`src/rtl/cb_cfg_pkg.sv`:
```
// Shared definitions for the parametrised connection block.
// Purpose : compile-time helpers that size the configuration chain and
//           compute which channel track each pin-mux input taps.
// Contents: clog2, sel_w, chain_len, tap_track.
package cb_cfg_pkg;

    // Ceiling log2 that also works in constant contexts.
    function automatic int clog2(input int value);
        int result;
        result = 0;
        for (int i = 0; i < 31; i++) begin
            if ((1 << i) < value) begin
                result = i + 1;
            end
        end
        return result;
    endfunction

    // Select field width for a 2*fc input mux; a one-input mux still needs a bit.
    function automatic int sel_w(input int fc);
        int w;
        w = clog2(2 * fc);
        return (w < 1) ? 1 : w;
    endfunction

    // Total scan chain length: one select field per pin.
    function automatic int chain_len(input int num_pins, input int fc);
        return num_pins * sel_w(fc);
    endfunction

    // Track tapped by tap k of pin p, wrapping around the channel width.
    function automatic int tap_track(input int p, input int k,
                                     input int stride, input int chan_w);
        return (p + k * stride) % chan_w;
    endfunction

endpackage

```
`src/rtl/cb_cfg_chain.sv`:
```
// Configuration storage for the connection block.
// Purpose : shadow scan register loaded from ccff_head, a bit counter that
//           says when the shadow is full, and a commit handshake that copies
//           the shadow into the active register used by the pin muxes.
// Ports   : prog_clk / pReset (sync, active-high)
//           ccff_head, cfg_en, cfg_commit      - scan data, shift, commit
//           ccff_tail                          - last shadow bit
//           cfg_done, cfg_active_valid, cfg_err- status
//           active                             - committed configuration
module cb_cfg_chain
    import cb_cfg_pkg::*;
#(
    parameter int CHAIN_LEN = 24
) (
    input  logic                 prog_clk,
    input  logic                 pReset,
    input  logic                 ccff_head,
    input  logic                 cfg_en,
    input  logic                 cfg_commit,
    output logic                 ccff_tail,
    output logic                 cfg_done,
    output logic                 cfg_active_valid,
    output logic                 cfg_err,
    output logic [CHAIN_LEN-1:0] active
);

    localparam int CNT_W = clog2(CHAIN_LEN + 1);
    localparam logic [CNT_W-1:0] FULL = CNT_W'(CHAIN_LEN);

    logic [CHAIN_LEN-1:0] sr;
    logic [CNT_W-1:0]     bit_cnt;
    logic [CNT_W-1:0]     bit_cnt_next;
    logic                 commit_ok;

    // A commit is honoured only on a full shadow with no shift in flight,
    // so the active word can never be a mix of old and new bits.
    assign commit_ok = cfg_commit && cfg_done && !cfg_en;

    // Counter saturates so over-shifting for chaining keeps cfg_done high.
    always_comb begin
        bit_cnt_next = bit_cnt;
        if (commit_ok) begin
            bit_cnt_next = '0;
        end else if (cfg_en && (bit_cnt != FULL)) begin
            bit_cnt_next = bit_cnt + 1'b1;
        end
    end

    always_ff @(posedge prog_clk) begin
        if (pReset) begin
            sr               <= '0;
            active           <= '0;
            bit_cnt          <= '0;
            cfg_done         <= 1'b0;
            cfg_active_valid <= 1'b0;
            cfg_err          <= 1'b0;
        end else begin
            if (cfg_en) begin
                sr <= {sr[CHAIN_LEN-2:0], ccff_head};
            end
            if (commit_ok) begin
                active           <= sr;
                cfg_active_valid <= 1'b1;
            end else if (cfg_commit) begin
                cfg_err <= 1'b1;
            end
            bit_cnt  <= bit_cnt_next;
            cfg_done <= (bit_cnt_next == FULL);
        end
    end

    assign ccff_tail = sr[CHAIN_LEN-1];

endmodule

```
`src/rtl/cbx_param_cfg.sv`:
```
// Parametrised horizontal connection block.
// Purpose : passes the channel straight through in both directions and
//           drives NUM_PINS grid input pins, each from a 2*FC input mux
//           tapping both channel sides, selected by a committed config word.
// Ports   : prog_clk / pReset (sync, active-high)
//           chanx_left_in/right_in   - channel tracks in
//           chanx_left_out/right_out - channel passthrough
//           ipin_out                 - grid pin drives
//           ccff_head/ccff_tail      - scan chain in/out
//           cfg_en, cfg_commit       - shift enable, commit request
//           cfg_done, cfg_active_valid, cfg_err - status
module cbx_param_cfg
    import cb_cfg_pkg::*;
#(
    parameter int CHAN_W   = 8,
    parameter int NUM_PINS = 12,
    parameter int FC       = 2,
    parameter int STRIDE   = 4
) (
    input  logic                prog_clk,
    input  logic                pReset,
    input  logic [CHAN_W-1:0]   chanx_left_in,
    input  logic [CHAN_W-1:0]   chanx_right_in,
    output logic [CHAN_W-1:0]   chanx_left_out,
    output logic [CHAN_W-1:0]   chanx_right_out,
    output logic [NUM_PINS-1:0] ipin_out,
    input  logic                ccff_head,
    input  logic                cfg_en,
    input  logic                cfg_commit,
    output logic                ccff_tail,
    output logic                cfg_done,
    output logic                cfg_active_valid,
    output logic                cfg_err
);

    localparam int MUX_SIZE  = 2 * FC;
    localparam int SEL_W     = sel_w(FC);
    localparam int CHAIN_LEN = chain_len(NUM_PINS, FC);

    logic [CHAIN_LEN-1:0] active;

    assign chanx_left_out  = chanx_right_in;
    assign chanx_right_out = chanx_left_in;

    cb_cfg_chain #(
        .CHAIN_LEN(CHAIN_LEN)
    ) u_chain (
        .prog_clk        (prog_clk),
        .pReset          (pReset),
        .ccff_head       (ccff_head),
        .cfg_en          (cfg_en),
        .cfg_commit      (cfg_commit),
        .ccff_tail       (ccff_tail),
        .cfg_done        (cfg_done),
        .cfg_active_valid(cfg_active_valid),
        .cfg_err         (cfg_err),
        .active          (active)
    );

    // Even mux inputs come from the left side, odd from the right; select
    // codes beyond the mux size leave the pin disconnected (driven low).
    for (genvar p = 0; p < NUM_PINS; p++) begin : g_pin
        logic [MUX_SIZE-1:0] cand;
        logic [SEL_W-1:0]    sel;

        assign sel = active[p*SEL_W +: SEL_W];

        for (genvar k = 0; k < FC; k++) begin : g_tap
            assign cand[2*k]   = chanx_left_in[tap_track(p, k, STRIDE, CHAN_W)];
            assign cand[2*k+1] = chanx_right_in[tap_track(p, k, STRIDE, CHAN_W)];
        end

        assign ipin_out[p] = cfg_active_valid && (int'(sel) < MUX_SIZE) && cand[sel];
    end

endmodule
```
`config.mk`:
```
export PLATFORM = sky130hd
export DESIGN_NAME = cbx_param_cfg
export DESIGN_NICKNAME = d
export VERILOG_FILES = /design/src/rtl/cb_cfg_pkg.sv /design/src/rtl/cb_cfg_chain.sv /design/src/rtl/cbx_param_cfg.sv
export SDC_FILE = /design/constraint.sdc
export NUM_CORES = 1
export LEC_CHECK = 0
export BUFFER_PORTS_ARGS = -buffer_cell sky130_fd_sc_hd__buf_2
export CORE_ASPECT_RATIO = 0.7
export CORE_UTILIZATION = 50
export DETAILED_ROUTE_END_ITERATION = 8
export PLACE_DENSITY = 0.74
export SLEW_MARGIN = 10
export SYNTH_ARGS = -nofsm -noshare
export SYNTH_HDL_FRONTEND = slang
export SYNTH_HIERARCHICAL = 1
export SYNTH_SLANG_ARGS = --single-unit
```
`constraint.sdc`:
```
create_clock -name prog_clk -period 2 [get_ports prog_clk]
set_input_delay 0.4 -clock prog_clk [delete_from_list [all_inputs] [get_ports prog_clk]]
set_output_delay 0.4 -clock prog_clk [all_outputs]
set_load 0.05 [all_outputs]
```
==> results of run 1 <==
[final timing paths]
path	slack (ns)	cells past startpoint	to
max	0.05	3	ipin_out[4]
min	0.35	3	u_chain/sr[0]
max reg2reg	0.41	6	u_chain/cfg_done
min reg2reg	0.47	2	u_chain/active[23]
[what timing repair did]
item / CTS / global route
pin swaps: 0 / 0
hold buffers: 0 / 0
setup buffers: 0 / 0
gates resized for setup: 1 / 3
setup endpoints to repair: 1 / 3
[logic make-up after synthesis]
kind of cell,count (synthesis)
simple gates,105
buf+inv,33
flops,56
xor+xnor,2
mux,39
fa+ha+maj,2
compound gates,27
[layout make-up]
type	instances	area share
multi-input cells	175	0.4222
flip-flops and latches	56	0.4021
repair buffers	58	0.1145
well taps	69	0.03086
clock buffers	6	0.02594
inverters	2	0.002683
clock inverters	1	0.001789
[power by group through the flow]
stage,registers [mW],logic [mW],clock network [mW]
CTS,1.13,0.209,0.579
global route,1.13,0.222,0.630
detailed placement,1.16,0.209,0
global placement,1.16,0.203,0
floorplan,1.16,0.165,0
finish,1.13,0.208,0.559
[critical path: stages (launching register included)]
cell,delay [ns]
dfxtp_1,0.40
mux4_2,0.50
and2_1,0.16
buf_2,0.20
[sequential cells by signal, summed over array words and instances (netlist names)]
signal / cells
u_chain/cfg_err: 1
u_chain/cfg_active_valid: 1
u_chain/sr: 24
u_chain/bit_cnt: 5
u_chain/cfg_done: 1
u_chain/active: 24
[layout by cell type, fill, tap and decap left out, drive strengths merged]
cell type  netlist  routed
clkbuf           7       6
nand2           51      51
nand4            2       2
buf             24      58
nor2            32      32
nor3b            1       1
nor3             4       4
o21ai            1       1
mux2             2       2
dfxtp           56      56
xor2             2       2
a21oi           26      26
ha               2       2
nand3b           1       1
and2            12      12
mux2i           25      25
inv              2       2
mux4            12      12
nand3            1       1
clkinv           0       1
and4             1       1
[per-layer routing]
metal	part of all wire	vias up	track usage	routed length [µm]
met2	0.44	42	0.2913	2029
met3	0.045	6	0.04021	208
li1	-	943	-	-
met4	0.013	0	0.05714	60
met1	0.51	858	0.2538	2348
met5	0	-	0	0
[stage by stage]
step	instances	area [µm²]	power [mW]	hold WS, ns
after floorplan	264	2517	1.323	0.4414
after global placement	360	2714	1.358	0.4507
after detailed placement	360	2714	1.364	0.4570
after CTS	367	2794	1.917	0.3474
after global routing	367	2798	1.983	0.3445
final	367	2798	1.896	0.3539
==> results by group, run 1 <==
Outcome
  – Status: finished clean

Finish
  – Net count reported at finish: 321
  – Layout cell share with drive strength beyond 1: 0.2819
  – P&R area growth vs syn: 11.13%
  – Register Area: between 1000 and 1500 µm²
  – Fillers: 432
  – Area of the multi-input gates: ~1200 µm²
  – Final Util: 0.5818
  – N_diodes: 0

Clock tree
  – Clock-pin slew on the worst setup and hold paths: about 0.090 ns
  – Clk Tree Root Cell: clkbuf_8
  – H-tree depth: 2
  – Skew-Pair Late Insertion Delay: 0.29 ns
  – Max clock buf depth: 2
  – # clock sinks: 56
  – CTS tree: built
  – TritonCTS buffer count: 5

Detailed routing
  – DR vias/cell: 5.038
  – Iter 0 DRT Violations: 61
  – Residual DRC count: 0
  – Post-DRT Antenna Nets: 0
  – Pre-Repair DR Iteration Count: 4
  – Routed vias: between 1,500 and 2,000
  – Wire per inst: 12.66 µm
  – Final WL: 4647 µm

Timing
  – Pins Over Slew Limit: 0
  – Fmax: 0.5137 GHz
  – Relative max-transition margin: 0.6955
  – Actual slew at the worst max-slew pin: around 0.46 ns
  – Final worst path period share: 0.9733
  – Fin crit period: 1.947 ns
  – Final Skew: 0.007901 ns
  – Setup tns final: 0 ns
  – RSZ-0062 raised after global routing: no
  – Setup ws final: between 0.05 and 0.06 ns
  – Final setup viols: 0
  – Final Hold Vio Count: 0

Floorplanning
  – Die Span Y: 61.37 µm
  – Full die area: roughly 5300 µm²
  – Die W: 86.81 µm
  – Row cnt: 21
  – # IOs: 53
  – Initial core utilization: 0.5235
  – Core Footprint: 4808 µm²

Yosys
  – Multiplexer area fraction after synthesis: 0.2157
  – Post-synthesis cell area: 2517 µm²
  – Synth Area per Inst: 9.536 µm²
  – Ys async rst share: 0
  – Top_reg_cell synth: dfxtp_1
  – EDFF count, synth: 0
  – Post-Synth Adder-Cell Area: 0.009940
  – Synth Instances: 264
  – Post-synthesis sequential area ratio: 0.4453
  – Net Count, Synth: 287
  – Commonest cells in the netlist: 56 x dfxtp_1, 51 x nand2_1, 32 x nor2_1, 26 x a21oi_1, 25 x mux2i_1
  – Distinct cells, synth: 23
  – Post-synthesis xor/xnor area fraction: 0.006958
  – Flops & latches, synth: 56
  – Simple-gate share of the synthesized area: 0.1814
  – Share of the synthesized area in the top cell type: 0.4453
  – Most frequent cell after synthesis: dfxtp_1
  – Yosys warns: 6
  – Compound-gate portion of the synthesized area: 0.05517
  – Area contributors post-synth: dfxtp_1 45%, mux4_2 11%, mux2i_1 9.9%, nand2_1 7.6%, buf_4 6.6%
  – Area leader, netlist: dfxtp_1
  – Main combinational cell family by area after synthesis: multiplexers

Pwr
  – P_leak: 1.159 nW
  – Comb pwr share: 0.110
  – Switching Share: 0.2444
  – Sequential power share: 0.596
  – Clock power share: 0.295
  – VDD IR max: 282.0 µV
  – Power Density: slightly below 700 nW/µm²
  – Int Pwr: between 1 and 1.5 mW
  – P_sw: 463.4 µW

GRT
  – Gr usage total: 0.1832
  – Vias in the first global route: 1,517
  – Gr ovfl total: 0
  – First-pass GRT wire length: 7286 µm
  – Antenna violations before repair: 0
  – Largest net degree at the start of global routing: 34

Worst setup path
  – Req. time, crit path: 1.60 ns
  – Peak fanout along the critical path: 2
  – Crit Path Category: reg -> out
  – R2r startpoint: u_chain/bit_cnt[0]
  – Startpoint Class: flip-flop
  – Setup crit start: u_chain/active[8]
  – Arr. time, crit path: 1.55 ns
  – Critical path endpoint category: primary output

Worst hold path
  – Type of the tightest min-delay check: in -> reg
  – Hold_sp: ccff_head

Placed design
  – Hpwl dp: 3517 µm
  – # port buffers: 52
  – Pre-CTS WS: about 0.19 ns
  – GP Congestion: 0.8169

Job
  – Max-Cap Viols: 0
Power figures use the tool's default switching activity.
==> run 2: changes to the inputs <==
--- a/config.mk
+++ b/config.mk
@@ -10,6 +10,7 @@
 export CORE_UTILIZATION = 50
 export DETAILED_ROUTE_END_ITERATION = 8
 export PLACE_DENSITY = 0.74
+export RECOVER_POWER = 50
 export SLEW_MARGIN = 10
 export SYNTH_ARGS = -nofsm -noshare
 export SYNTH_HDL_FRONTEND = slang
==> run 2 against run 1 <==
Compared with the run above: global-route usage stayed put; count of clock-buffer cells in the layout stayed put; critical path type unchanged; sequential power hardly changed; largest power group unchanged; hold slack better by 0.0012 ns; core utilization is 0.49 points lower; sequential cell count stayed put; clock skew is 0.00053 ns higher; via count is 0.38% higher; die area stayed put; combinational power hardly changed; power is 0.31% lower.
==> results by group, run 2 (synthesized netlist as in run 1, its figures left out) <==
Outcome
  – Status: finished clean

GRT
  – Vias in the first global route: 1,517 (unchanged)
  – Antenna violations before repair: 0 (unchanged)
  – First-pass GRT wire length: 7286 µm (unchanged)
  – Gr usage total: 0.1832 (unchanged)
  – Gr ovfl total: 0 (unchanged)
  – Largest net degree at the start of global routing: 34 (unchanged)

Clock tree
  – CTS tree: built
  – Clock-pin slew on the worst setup and hold paths: 0.09 ns (about the same)
  – # clock sinks: 56 (unchanged)
  – Max clock buf depth: 2 (unchanged)
  – Hold buffers post-CTS: 0 (unchanged)
  – Clk Tree Root Cell: clkbuf_8
  – TritonCTS buffer count: 5 (unchanged)
  – H-tree depth: 2 (unchanged)
  – Skew-Pair Late Insertion Delay: 0.29 ns (about the same)

Finish
  – Finished Cell Area: 2774 µm² (-0.85%)
  – N_diodes: 0 (unchanged)
  – P&R area growth vs syn: 10.19%
  – Biggest regs: u_chain/active (24), u_chain/sr (24), u_chain/bit_cnt (5)
  – Final Util: 0.5769 (-0.004944)
  – Layout cell share with drive strength beyond 1: 0.2450 (-0.03691)
  – Net count reported at finish: 321 (unchanged)
  – Most frequent cells in the layout: 53 x dfxtp_1, 51 x nand2_1, 44 x buf_2
  – Register Area: 1125 µm² (unchanged)
  – Most common cell after layout, fill and taps aside: dfxtp_1
  – Area of the multi-input gates: 1181 µm² (unchanged)
  – Final std cells w/o fill: 367 (unchanged)
  – Fillers: 442 (+2.3%)

Worst setup path
  – RR Endpoint: u_chain/cfg_done
  – R2r startpoint: u_chain/bit_cnt[0]
  – Startpoint Class: flip-flop
  – Peak fanout along the critical path: 2 (unchanged)
  – Crit Path Category: reg -> out
  – Req. time, crit path: 1.60 ns (about the same)
  – R2R depth: 6 (unchanged)
  – Critical path endpoint category: primary output
  – Arr. time, crit path: 1.55 ns (about the same)
  – Reg2reg setup slack: 0.41 ns (about the same)

Timing
  – Final setup viols: 0 (unchanged)
  – Final Skew: 0.008435 ns (+0.0005340 ns)
  – Actual slew at the worst max-slew pin: 0.8830 ns (+0.4262 ns)
  – Hold Slack: 0.3552 ns (+0.001220 ns)
  – Fin crit period: 1.947 ns (+0.0002512 ns)
  – Fmax: 0.5136 GHz (about the same)
  – Final worst path period share: 0.9735 (about the same)
  – RSZ-0062 raised after global routing: no
  – Relative max-transition margin: 0.4114 (-0.2841)
  – Final Hold Vio Count: 0 (unchanged)
  – Setup tns final: 0 ns (unchanged)
  – Pins Over Slew Limit: 0 (unchanged)

Placed design
  – GP Congestion: 0.8169 (unchanged)
  – Dpl cell area: 2714 µm² (unchanged)
  – # port buffers: 52 (unchanged)
  – Post-placement cell count: 360 (unchanged)
  – Hpwl dp: 3517 µm (unchanged)

Floorplanning
  – Row cnt: 21 (unchanged)
  – Initial core utilization: 0.5235 (unchanged)
  – # IOs: 53 (unchanged)
  – Full die area: 5327 µm² (unchanged)
  – Die W: 86.81 µm (unchanged)
  – Die Span Y: 61.37 µm (unchanged)
  – Core Footprint: 4808 µm² (unchanged)

Worst hold path
  – Hold EP: u_chain/sr[0]
  – Hold_sp: ccff_head
  – Hold Path Cell Cnt: 3 (unchanged)
  – Type of the tightest min-delay check: in -> reg

Detailed routing
  – Routed vias: 1,856 (+0.38%)
  – Post-DRT Antenna Nets: 0 (unchanged)
  – DR vias/cell: 5.057 (+0.38%)
  – Wire per inst: 12.64 µm (-0.15%)
  – Final WL: 4640 µm (-0.15%)
  – Pre-Repair DR Iteration Count: 4 (unchanged)
  – Met2 Wirelength: 2061 µm (+1.6%)
  – Wl on met1: 2311 µm (-1.6%)
  – Iter 0 DRT Violations: 61 (unchanged)
  – Met3 WL post-DR: 233 µm (+12%)
  – Residual DRC count: 0 (unchanged)
  – Top Metal Used: met4

Job
  – Max-Cap Viols: 0 (unchanged)

Pwr
  – P_leak: 1.124 nW (-3.0%)
  – Power Density: 681.2 nW/µm² (+0.54%)
  – VDD IR max: 281.0 µV (-0.34%)
-- run 2: cell count changes in the layout (fill, tap and decap cells not counted), sizes merged --
cell / previous run / this run
buf: 58 / 47
clkbuf: 6 / 17
-- run 2: worst max-delay path: stages (launching register included) --
cell,delay [ns]
dfxtp_2,0.35
mux4_2,0.53
and2_1,0.19
buf_4,0.19
-- run 2: metrics by stage --
stage / worst slack [ns] / power, mW
global route: 0.0009737 / 1.980
CTS: 0.01458 / 1.917
finish: 0.05306 / 1.890
floorplan: 0.2598 / 1.323
global placement: 0.2125 / 1.358
detailed placement: 0.1860 / 1.364
-- run 2: metal layers --
| metal | GRT usage | vias to the layer above |
|---|---|---|
| met2 | 0.2913 | 51 |
| met1 | 0.2538 | 856 |
| met5 | 0 | - |
| met3 | 0.04021 | 2 |
| li1 | - | 947 |
| met4 | 0.05714 | 0 |
-- run 2: where the power goes --
part	switching, mW	internal [mW]	leakage, nW
clock network	0.317	0.239	0.0410
registers	0.00741	1.12	0.453
logic	0.136	0.0690	0.629
total	0.460	1.43	1.12
-- run 2: final cells by class --
cell class              count  area share
multi-input cells         175      0.4258
clock buffers               6     0.02616
repair buffers             58      0.1069
flip-flops and latches     56      0.4055
well taps                  69     0.03112
inverters                   2    0.002706
clock inverters             1    0.001804
-- run 2: worst max-delay path by stage --
stage | to | depth (start not counted) | slack [ns] | startpoint
final | ipin_out[7] | 3 | 0.05 | u_chain/active[14]
after global routing | ipin_out[11] | 3 | 0.001 | u_chain/active[22]
after CTS | ipin_out[7] | 3 | 0.01 | u_chain/active[14]
after detailed placement | ipin_out[7] | 4 | 0.19 | chanx_right_in[3]
after global placement | ipin_out[7] | 4 | 0.21 | chanx_right_in[3]
after floorplan | ipin_out[10] | 2 | 0.26 | u_chain/cfg_active_valid
-- run 2: repair_timing --
action / 4_1_cts / 5_1_grt
endpoints found under the hold margin: 0 / 0
pin swaps: 0 / 0
endpoints found under the setup margin: 1 / 3
gates resized for setup: 1 / 3
setup buffers: 0 / 0
